<file path="config.mk">
export PLATFORM = sky130hd
export DESIGN_NAME = wbm_req_engine
export DESIGN_NICKNAME = d
export VERILOG_FILES = /design/src/rtl/wbm_req_pkg.sv /design/src/rtl/wbm_req_timeout.sv /design/src/rtl/wbm_req_engine.sv
export SDC_FILE = /design/constraint.sdc
export NUM_CORES = 1
export LEC_CHECK = 0
export CORE_MARGIN = 10
export CORE_UTILIZATION = 28
export CTS_BUF_LIST = sky130_fd_sc_hd__clkbuf_8
export DETAILED_ROUTE_END_ITERATION = 10
export HOLD_SLACK_MARGIN = 0.15
export PLACE_DENSITY = 0.68
export SLEW_MARGIN = 0
export SYNTH_ARGS = -nofsm -noshare
export SYNTH_HDL_FRONTEND = slang
export SYNTH_SLANG_ARGS = --single-unit
export TNS_END_PERCENT = 50
</file>
<file path="constraint.sdc">
create_clock -name wb_clk_i -period 7.6 [get_ports wb_clk_i]
set_input_delay 1.14 -clock wb_clk_i [delete_from_list [all_inputs] [get_ports wb_clk_i]]
set_output_delay 1.14 -clock wb_clk_i [all_outputs]
set_load 0.01 [all_outputs]
</file>
<file path="src/rtl/wbm_req_pkg.sv">
// Shared types and constants for the Wishbone request engine.
package wbm_req_pkg;

    localparam int ADR_W = 32;
    localparam int DAT_W = 32;
    localparam int SEL_W = 4;

    localparam logic [DAT_W-1:0] ERR_DATA = 32'h0000_0000;

    typedef enum logic [1:0] {
        IDLE = 2'd0,
        BUS  = 2'd1,
        RESP = 2'd2
    } wbm_state_e;

endpackage

</file>
<file path="src/rtl/wbm_req_timeout.sv">
// Bus-cycle watchdog: counts stalled cycles and flags the cycle in which the limit is reached.
module wbm_req_timeout #(
    parameter int unsigned TIMEOUT_CYCLES = 255
) (
    input  logic clk,
    input  logic rst,
    input  logic enable,
    input  logic clear,
    output logic expired
);

    // Expiry is flagged while the last allowed cycle is in progress so the bus drops right after it.
    localparam logic [15:0] LIMIT_C = 16'(TIMEOUT_CYCLES - 32'd1);

    logic [15:0] count_r;

    // Expiry decode.
    always_comb begin
        expired = enable & (count_r == LIMIT_C);
    end

    // Stall counter.
    always_ff @(posedge clk or posedge rst) begin
        if (rst) begin
            count_r <= 16'd0;
        end else if (clear) begin
            count_r <= 16'd0;
        end else if (enable) begin
            count_r <= count_r + 16'd1;
        end else begin
            count_r <= count_r;
        end
    end

endmodule

</file>
<file path="src/rtl/wbm_req_engine.sv">
// Single-outstanding request to Wishbone classic initiator with a valid/ready response channel.
// Optional bus watchdog enabled by defining WBM_REQ_TIMEOUT_EN.
module wbm_req_engine
    import wbm_req_pkg::*;
#(
    parameter int unsigned TIMEOUT_CYCLES = 255
) (
    input  logic              wb_clk_i,
    input  logic              wb_rst_i,

    input  logic              req_valid_i,
    output logic              req_ready_o,
    input  logic              req_we_i,
    input  logic [ADR_W-1:0]  req_adr_i,
    input  logic [DAT_W-1:0]  req_dat_i,
    input  logic [SEL_W-1:0]  req_sel_i,

    output logic              rsp_valid_o,
    input  logic              rsp_ready_i,
    output logic [DAT_W-1:0]  rsp_dat_o,
    output logic              rsp_err_o,

    output logic              wbm_cyc_o,
    output logic              wbm_stb_o,
    output logic              wbm_we_o,
    output logic [SEL_W-1:0]  wbm_sel_o,
    output logic [ADR_W-1:0]  wbm_adr_o,
    output logic [DAT_W-1:0]  wbm_dat_o,
    input  logic [DAT_W-1:0]  wbm_dat_i,
    input  logic              wbm_ack_i,
    input  logic              wbm_err_i
);

    if ((TIMEOUT_CYCLES < 32'd1) || (TIMEOUT_CYCLES > 32'd65535)) begin : g_bad_timeout
        $error("wbm_req_engine: TIMEOUT_CYCLES out of range 1..65535");
    end

    wbm_state_e         state_r;
    wbm_state_e         state_nx_s;

    logic               req_ready_r;
    logic               rsp_valid_r;
    logic [DAT_W-1:0]   rsp_dat_r;
    logic               rsp_err_r;
    logic               cyc_r;
    logic               stb_r;
    logic               we_r;
    logic [SEL_W-1:0]   sel_r;
    logic [ADR_W-1:0]   adr_r;
    logic [DAT_W-1:0]   dat_r;

    logic               accept_s;
    logic               bus_done_s;
    logic               bus_err_s;
    logic               rsp_fire_s;
    logic               timeout_s;

`ifdef WBM_REQ_TIMEOUT_EN
    logic               tmo_en_s;
    logic               tmo_clr_s;

    // Watchdog runs only while the bus is stalled; any other state parks it at zero.
    always_comb begin
        tmo_en_s  = (state_r == BUS) & ~wbm_ack_i & ~wbm_err_i;
        tmo_clr_s = (state_r != BUS);
    end

    wbm_req_timeout #(
        .TIMEOUT_CYCLES (TIMEOUT_CYCLES)
    ) u_timeout (
        .clk     (wb_clk_i),
        .rst     (wb_rst_i),
        .enable  (tmo_en_s),
        .clear   (tmo_clr_s),
        .expired (timeout_s)
    );
`else
    assign timeout_s = 1'b0;
`endif

    // Handshake and termination decode.
    always_comb begin
        accept_s   = req_valid_i & req_ready_r;
        bus_done_s = (state_r == BUS) & (wbm_ack_i | wbm_err_i | timeout_s);
        bus_err_s  = wbm_err_i | timeout_s;
        rsp_fire_s = rsp_valid_r & rsp_ready_i;
    end

    // Next-state logic.
    always_comb begin
        state_nx_s = state_r;
        case (state_r)
            IDLE: begin
                if (accept_s) begin
                    state_nx_s = BUS;
                end else begin
                    state_nx_s = IDLE;
                end
            end
            BUS: begin
                if (bus_done_s) begin
                    state_nx_s = RESP;
                end else begin
                    state_nx_s = BUS;
                end
            end
            RESP: begin
                if (rsp_fire_s) begin
                    state_nx_s = IDLE;
                end else begin
                    state_nx_s = RESP;
                end
            end
            default: state_nx_s = IDLE;
        endcase
    end

    // State register.
    always_ff @(posedge wb_clk_i or posedge wb_rst_i) begin
        if (wb_rst_i) begin
            state_r <= IDLE;
        end else begin
            state_r <= state_nx_s;
        end
    end

    // Registered bus and response outputs; ready follows the next state so the RESP exit cycle stays closed.
    always_ff @(posedge wb_clk_i or posedge wb_rst_i) begin
        if (wb_rst_i) begin
            req_ready_r <= 1'b0;
            rsp_valid_r <= 1'b0;
            rsp_dat_r   <= {DAT_W{1'b0}};
            rsp_err_r   <= 1'b0;
            cyc_r       <= 1'b0;
            stb_r       <= 1'b0;
            we_r        <= 1'b0;
            sel_r       <= {SEL_W{1'b0}};
            adr_r       <= {ADR_W{1'b0}};
            dat_r       <= {DAT_W{1'b0}};
        end else begin
            req_ready_r <= (state_nx_s == IDLE);
            if (accept_s) begin
                we_r  <= req_we_i;
                sel_r <= req_sel_i;
                adr_r <= req_adr_i;
                dat_r <= req_dat_i;
                cyc_r <= 1'b1;
                stb_r <= 1'b1;
            end else if (bus_done_s) begin
                cyc_r       <= 1'b0;
                stb_r       <= 1'b0;
                rsp_valid_r <= 1'b1;
                rsp_err_r   <= bus_err_s;
                if (bus_err_s) begin
                    rsp_dat_r <= ERR_DATA;
                end else if (we_r) begin
                    rsp_dat_r <= {DAT_W{1'b0}};
                end else begin
                    rsp_dat_r <= wbm_dat_i;
                end
            end else if (rsp_fire_s) begin
                rsp_valid_r <= 1'b0;
            end else begin
                rsp_valid_r <= rsp_valid_r;
            end
        end
    end

    assign req_ready_o = req_ready_r;
    assign rsp_valid_o = rsp_valid_r;
    assign rsp_dat_o   = rsp_dat_r;
    assign rsp_err_o   = rsp_err_r;
    assign wbm_cyc_o   = cyc_r;
    assign wbm_stb_o   = stb_r;
    assign wbm_we_o    = we_r;
    assign wbm_sel_o   = sel_r;
    assign wbm_adr_o   = adr_r;
    assign wbm_dat_o   = dat_r;

endmodule

</file>
==> impl_results.html <==
<table>
<tr><th>Metric</th><th>Value</th></tr>
<tr><th colspan="2">Drt</th></tr>
<tr><td>Routed wire length on met2</td><td>6741 µm</td></tr>
<tr><td>Met3 wirelength from detailed routing</td><td>976 µm</td></tr>
<tr><td>DRT Pass-1 Iters</td><td>4</td></tr>
<tr><td>Via count of the routed design</td><td>3,004</td></tr>
<tr><td>Detailed-routing wirelength on met1</td><td>4572 µm</td></tr>
<tr><td>Final wirelength</td><td>12,540 µm</td></tr>
<tr><td>DRT iter0 DRCs</td><td>87</td></tr>
<tr><td>Average vias per placed instance</td><td>4.237</td></tr>
<tr><td>Number of antenna-violating nets in the routed design</td><td>0</td></tr>
<tr><td>Drt drc</td><td>0</td></tr>
<tr><td>Wire length per cell</td><td>17.69 µm</td></tr>
<tr><td>Highest metal layer with signal wires</td><td>met4</td></tr>
<tr><th colspan="2">Yosys</th></tr>
<tr><td>Area fraction in compound gates after synthesis</td><td>0.5879%</td></tr>
<tr><td>Most used flip-flop cell after synthesis</td><td>sky130_fd_sc_hd__dfrtp_1</td></tr>
<tr><td>Main combinational cell family by area after synthesis</td><td>multiplexers</td></tr>
<tr><td>XOR/XNOR share of the synthesized area</td><td>0%</td></tr>
<tr><td>Total of flip-flops plus latches after synthesis</td><td>107</td></tr>
<tr><td>Area leader, netlist</td><td>sky130_fd_sc_hd__dfrtp_1</td></tr>
<tr><td>Share of synthesized area spent on multiplexers</td><td>26.28%</td></tr>
<tr><td>Top area cells in the synthesized netlist</td><td>sky130_fd_sc_hd__dfrtp_1 63%, sky130_fd_sc_hd__mux2_2 19%, sky130_fd_sc_hd__mux2i_1 7.8%</td></tr>
<tr><td>Cell types with the highest counts after synthesis</td><td>107 x sky130_fd_sc_hd__dfrtp_1, 70 x sky130_fd_sc_hd__mux2_2, 35 x sky130_fd_sc_hd__nand2_1</td></tr>
<tr><td>Synthesized netlist net count</td><td>413</td></tr>
<tr><td>Total standard cell area after synthesis</td><td>4257 µm²</td></tr>
<tr><td>Mapped Cells</td><td>306</td></tr>
<tr><td>Simple-Gate Fraction of Synth Area</td><td>4.203%</td></tr>
<tr><td>Adder and majority gate portion of the synthesized area</td><td>0%</td></tr>
<tr><td>Share of synthesized flip-flops with an asynchronous set or reset</td><td>100.0%</td></tr>
<tr><td>Number of distinct library cells after synthesis</td><td>18</td></tr>
<tr><td>Portion of synthesized cell area occupied by the leading cell type</td><td>62.90%</td></tr>
<tr><td>Count of yosys warnings during synthesis</td><td>0</td></tr>
<tr><td>Most instantiated library cell after synthesis</td><td>sky130_fd_sc_hd__dfrtp_1</td></tr>
<tr><td>Mean instance size in the synthesized netlist</td><td>13.91 µm²</td></tr>
<tr><td>Count of flip-flops with a built-in enable after synthesis</td><td>0</td></tr>
<tr><td>Sequential area share after synthesis</td><td>62.90%</td></tr>
<tr><th colspan="2">Pwr</th></tr>
<tr><td>Leak pwr</td><td>2.752 nW</td></tr>
<tr><td>VDD IR-drop max</td><td>155.8 µV</td></tr>
<tr><td>Final Power</td><td>2.398 mW</td></tr>
<tr><td>Power density relative to cell area</td><td>357.6 nW/µm²</td></tr>
<tr><th colspan="2">Timing</th></tr>
<tr><td>Part of the cycle the worst path needs</td><td>37.99%</td></tr>
<tr><td>Unrepaired setup endpoints after global routing</td><td>no</td></tr>
<tr><td>Final-layout setup total negative slack</td><td>0 ps</td></tr>
<tr><td>Number of slew-limit violations in the final report</td><td>0</td></tr>
<tr><td>Achievable frequency</td><td>346.3 MHz</td></tr>
<tr><td>Count of endpoints failing setup in the final report</td><td>0</td></tr>
<tr><td>Clock Skews</td><td>12.37 ps</td></tr>
<tr><td>Actual transition at the worst max-transition pin</td><td>1208 ps</td></tr>
<tr><td>Max-slew headroom</td><td>19.41%</td></tr>
<tr><td>Final hold slack</td><td>477.3 ps</td></tr>
<tr><td>Shortest period the worst path allows</td><td>2887 ps</td></tr>
<tr><td>Hold Fails Final Rpt</td><td>0</td></tr>
<tr><th colspan="2">Setup path</th></tr>
<tr><td>Bufs and invs on worst path</td><td>2</td></tr>
<tr><td>Largest incremental delay on the critical path</td><td>500 ps</td></tr>
<tr><td>Data required time of the worst path</td><td>7870 ps</td></tr>
<tr><td>Critical Path End Type</td><td>flop</td></tr>
<tr><td>Maximum fanout encountered on the critical timing path</td><td>27</td></tr>
<tr><td>Top Family by Delay on Critical Path</td><td>buffers and inverters</td></tr>
<tr><td>Class of the most critical setup path</td><td>in -&gt; reg</td></tr>
<tr><td>Crit path arrival time</td><td>3150 ps</td></tr>
<tr><td>Critical path startpoint category</td><td>input pin</td></tr>
<tr><td>Critical Path, Cell by Cell</td><td>clkdlybuf4s50_1 &gt; and2_4 &gt; nor3_4 &gt; buf_4 &gt; mux2_2</td></tr>
<tr><td>Slowest cell on the critical path</td><td>sky130_fd_sc_hd__buf_4</td></tr>
<tr><th colspan="2">Die</th></tr>
<tr><td>Vertical die dimension</td><td>143.3 µm</td></tr>
<tr><td>I/O Pins</td><td>213</td></tr>
<tr><td>DIE AREA</td><td>20,530 µm²</td></tr>
<tr><td>Die Width</td><td>143.3 µm</td></tr>
<tr><td>Core box area</td><td>15,030 µm²</td></tr>
<tr><td>Starting Density</td><td>28.31%</td></tr>
<tr><td>Total number of placement rows</td><td>45</td></tr>
<tr><th colspan="2">Global routing</th></tr>
<tr><td>Number of antenna violations at the first check in global routing</td><td>0</td></tr>
<tr><td>Vias in the first global route</td><td>3,433</td></tr>
<tr><td>Total grt overflow</td><td>0</td></tr>
<tr><td>Total Routing Usage GR</td><td>11.97%</td></tr>
<tr><td>Global-route wire length before repair</td><td>19,080 µm</td></tr>
<tr><td>Pin count of the biggest net entering global routing</td><td>70</td></tr>
<tr><th colspan="2">Clock network</th></tr>
<tr><td>Post-cts repair resize count</td><td>0</td></tr>
<tr><td>Maximum count of clock buffers along a single path</td><td>2</td></tr>
<tr><td>Clock input transition at the sequential cells of the worst setup and hold paths</td><td>100 ps</td></tr>
<tr><td>Number of buffers inserted to repair setup after CTS</td><td>0</td></tr>
<tr><td>Maximum level of the CTS H-tree</td><td>3</td></tr>
<tr><td>TritonCTS clock tree</td><td>yes</td></tr>
<tr><td>Skew-Pair Late Insertion Delay</td><td>370 ps</td></tr>
<tr><td>Clock sink total</td><td>107</td></tr>
<tr><td>Total clock buffers created by CTS</td><td>9</td></tr>
<tr><td>Root Buffer</td><td>sky130_fd_sc_hd__clkbuf_8</td></tr>
<tr><td>Number of buffers added to fix hold violations after cts</td><td>0</td></tr>
<tr><th colspan="2">Placement</th></tr>
<tr><td>Placer's final routability congestion estimate</td><td>0.7494</td></tr>
<tr><td>Post-detail-place hpwl</td><td>9668 µm</td></tr>
<tr><td>Input/output buffers</td><td>212</td></tr>
<tr><th colspan="2">Hold path</th></tr>
<tr><td>Worst min-delay path category</td><td>reg -&gt; reg</td></tr>
<tr><th colspan="2">Finish</th></tr>
<tr><td>Net count, final</td><td>623</td></tr>
<tr><td>Filler cell count in the final layout</td><td>1,371</td></tr>
<tr><td>Layout cell share with drive strength beyond 1</td><td>17.85%</td></tr>
<tr><td>Antenna diode instance count</td><td>0</td></tr>
<tr><td>Post-synthesis to final-layout area growth</td><td>57.52%</td></tr>
<tr><th colspan="2">Status</th></tr>
<tr><td>Result of the run</td><td>finished clean</td></tr>
<tr><th colspan="2">Run</th></tr>
<tr><td>Count of max-cap constraint violations</td><td>0</td></tr>
</table>
layout make-up:
type / count / area [µm²] / area share, %
sequential: 107 / 2678 / 39.93
timing repair buffer: 214 / 2137 / 31.87
multi-input combinational: 151 / 1339 / 19.97
tap: 188 / 235.2 / 3.508
inverter: 33 / 126.4 / 1.885
clock buffer: 9 / 123.9 / 1.847
clock inverter: 7 / 66.31 / 0.9890
kinds of logic after synthesis:
kind of cell,after synthesis
flops,107
mux,103
simple gates,44
buf+inv,48
compound gates,4
power by group:
part	internal, mW	leakage, nW	total (mW)	switching (mW)
Combinational	0.672	1.35	1.11	0.435
Clock	0.151	0.0992	0.346	0.195
Sequential	0.811	1.31	0.945	0.133
Total	1.63	2.75	2.40	0.763
per-stage QoR:
stage / cell area (µm²) / cells / util (%) / setup slack, ps
final: 6705 / 709 / 44.60 / 4713
after global routing: 6705 / 709 / 44.60 / 4665
after CTS: 6705 / 709 / 44.60 / 4735
after detailed placement: 6515 / 693 / 43.34 / 4296
after global placement: 6515 / 693 / 43.34 / 4343
after floorplan: 4257 / 306 / - / 3643
registers in the layout (all words and copies together), names as in the netlist:
name         flops
wbm_we_o         1
rsp_dat_o       32
req_ready_o      1
wbm_stb_o        1
wbm_adr_o       32
rsp_valid_o      1
wbm_sel_o        4
rsp_err_o        1
state_r          2
wbm_dat_o       32
layout by cell type (no fill, tap or decap), types with 2 or more instances in the layout:
cell type                         count
sky130_fd_sc_hd__clkdlybuf4s50_1    212
sky130_fd_sc_hd__dfrtp_1            107
sky130_fd_sc_hd__mux2_2              70
sky130_fd_sc_hd__nand2_1             34
sky130_fd_sc_hd__mux2i_1             33
sky130_fd_sc_hd__inv_1               32
sky130_fd_sc_hd__clkbuf_8             9
sky130_fd_sc_hd__nor2_1               5
sky130_fd_sc_hd__clkinv_2             4
sky130_fd_sc_hd__buf_4                2
final timing paths:
kind                                       startpoint                        end  slack [ps]  depth (start not counted)
worst min-delay path             state_r[1]$_DFF_PP0_       state_r[0]$_DFF_PP0_         480                          1
worst max-delay path                      req_valid_i      rsp_err_o$_DFFE_PP0P_        4710                          5
worst min register to register   state_r[1]$_DFF_PP0_       state_r[0]$_DFF_PP0_         480                          1
worst max register to register  req_ready_o$_DFF_PP0_      rsp_err_o$_DFFE_PP0P_        5530                          4
max in group asynchronous                    wb_rst_i  wbm_dat_o[13]$_DFFE_PP0N_        5180                          3
min in group asynchronous                    wb_rst_i   wbm_adr_o[9]$_DFFE_PP0N_        1170                          2
metal layers:
metal | vias to the layer above | GRT usage [%]
li1 | 1410 | -
met1 | 1472 | 12.40
met2 | 109 | 21.61
met3 | 13 | 3.795
met4 | 0 | 5.427
met5 | - | 0
(Power assumes the default switching activity.)
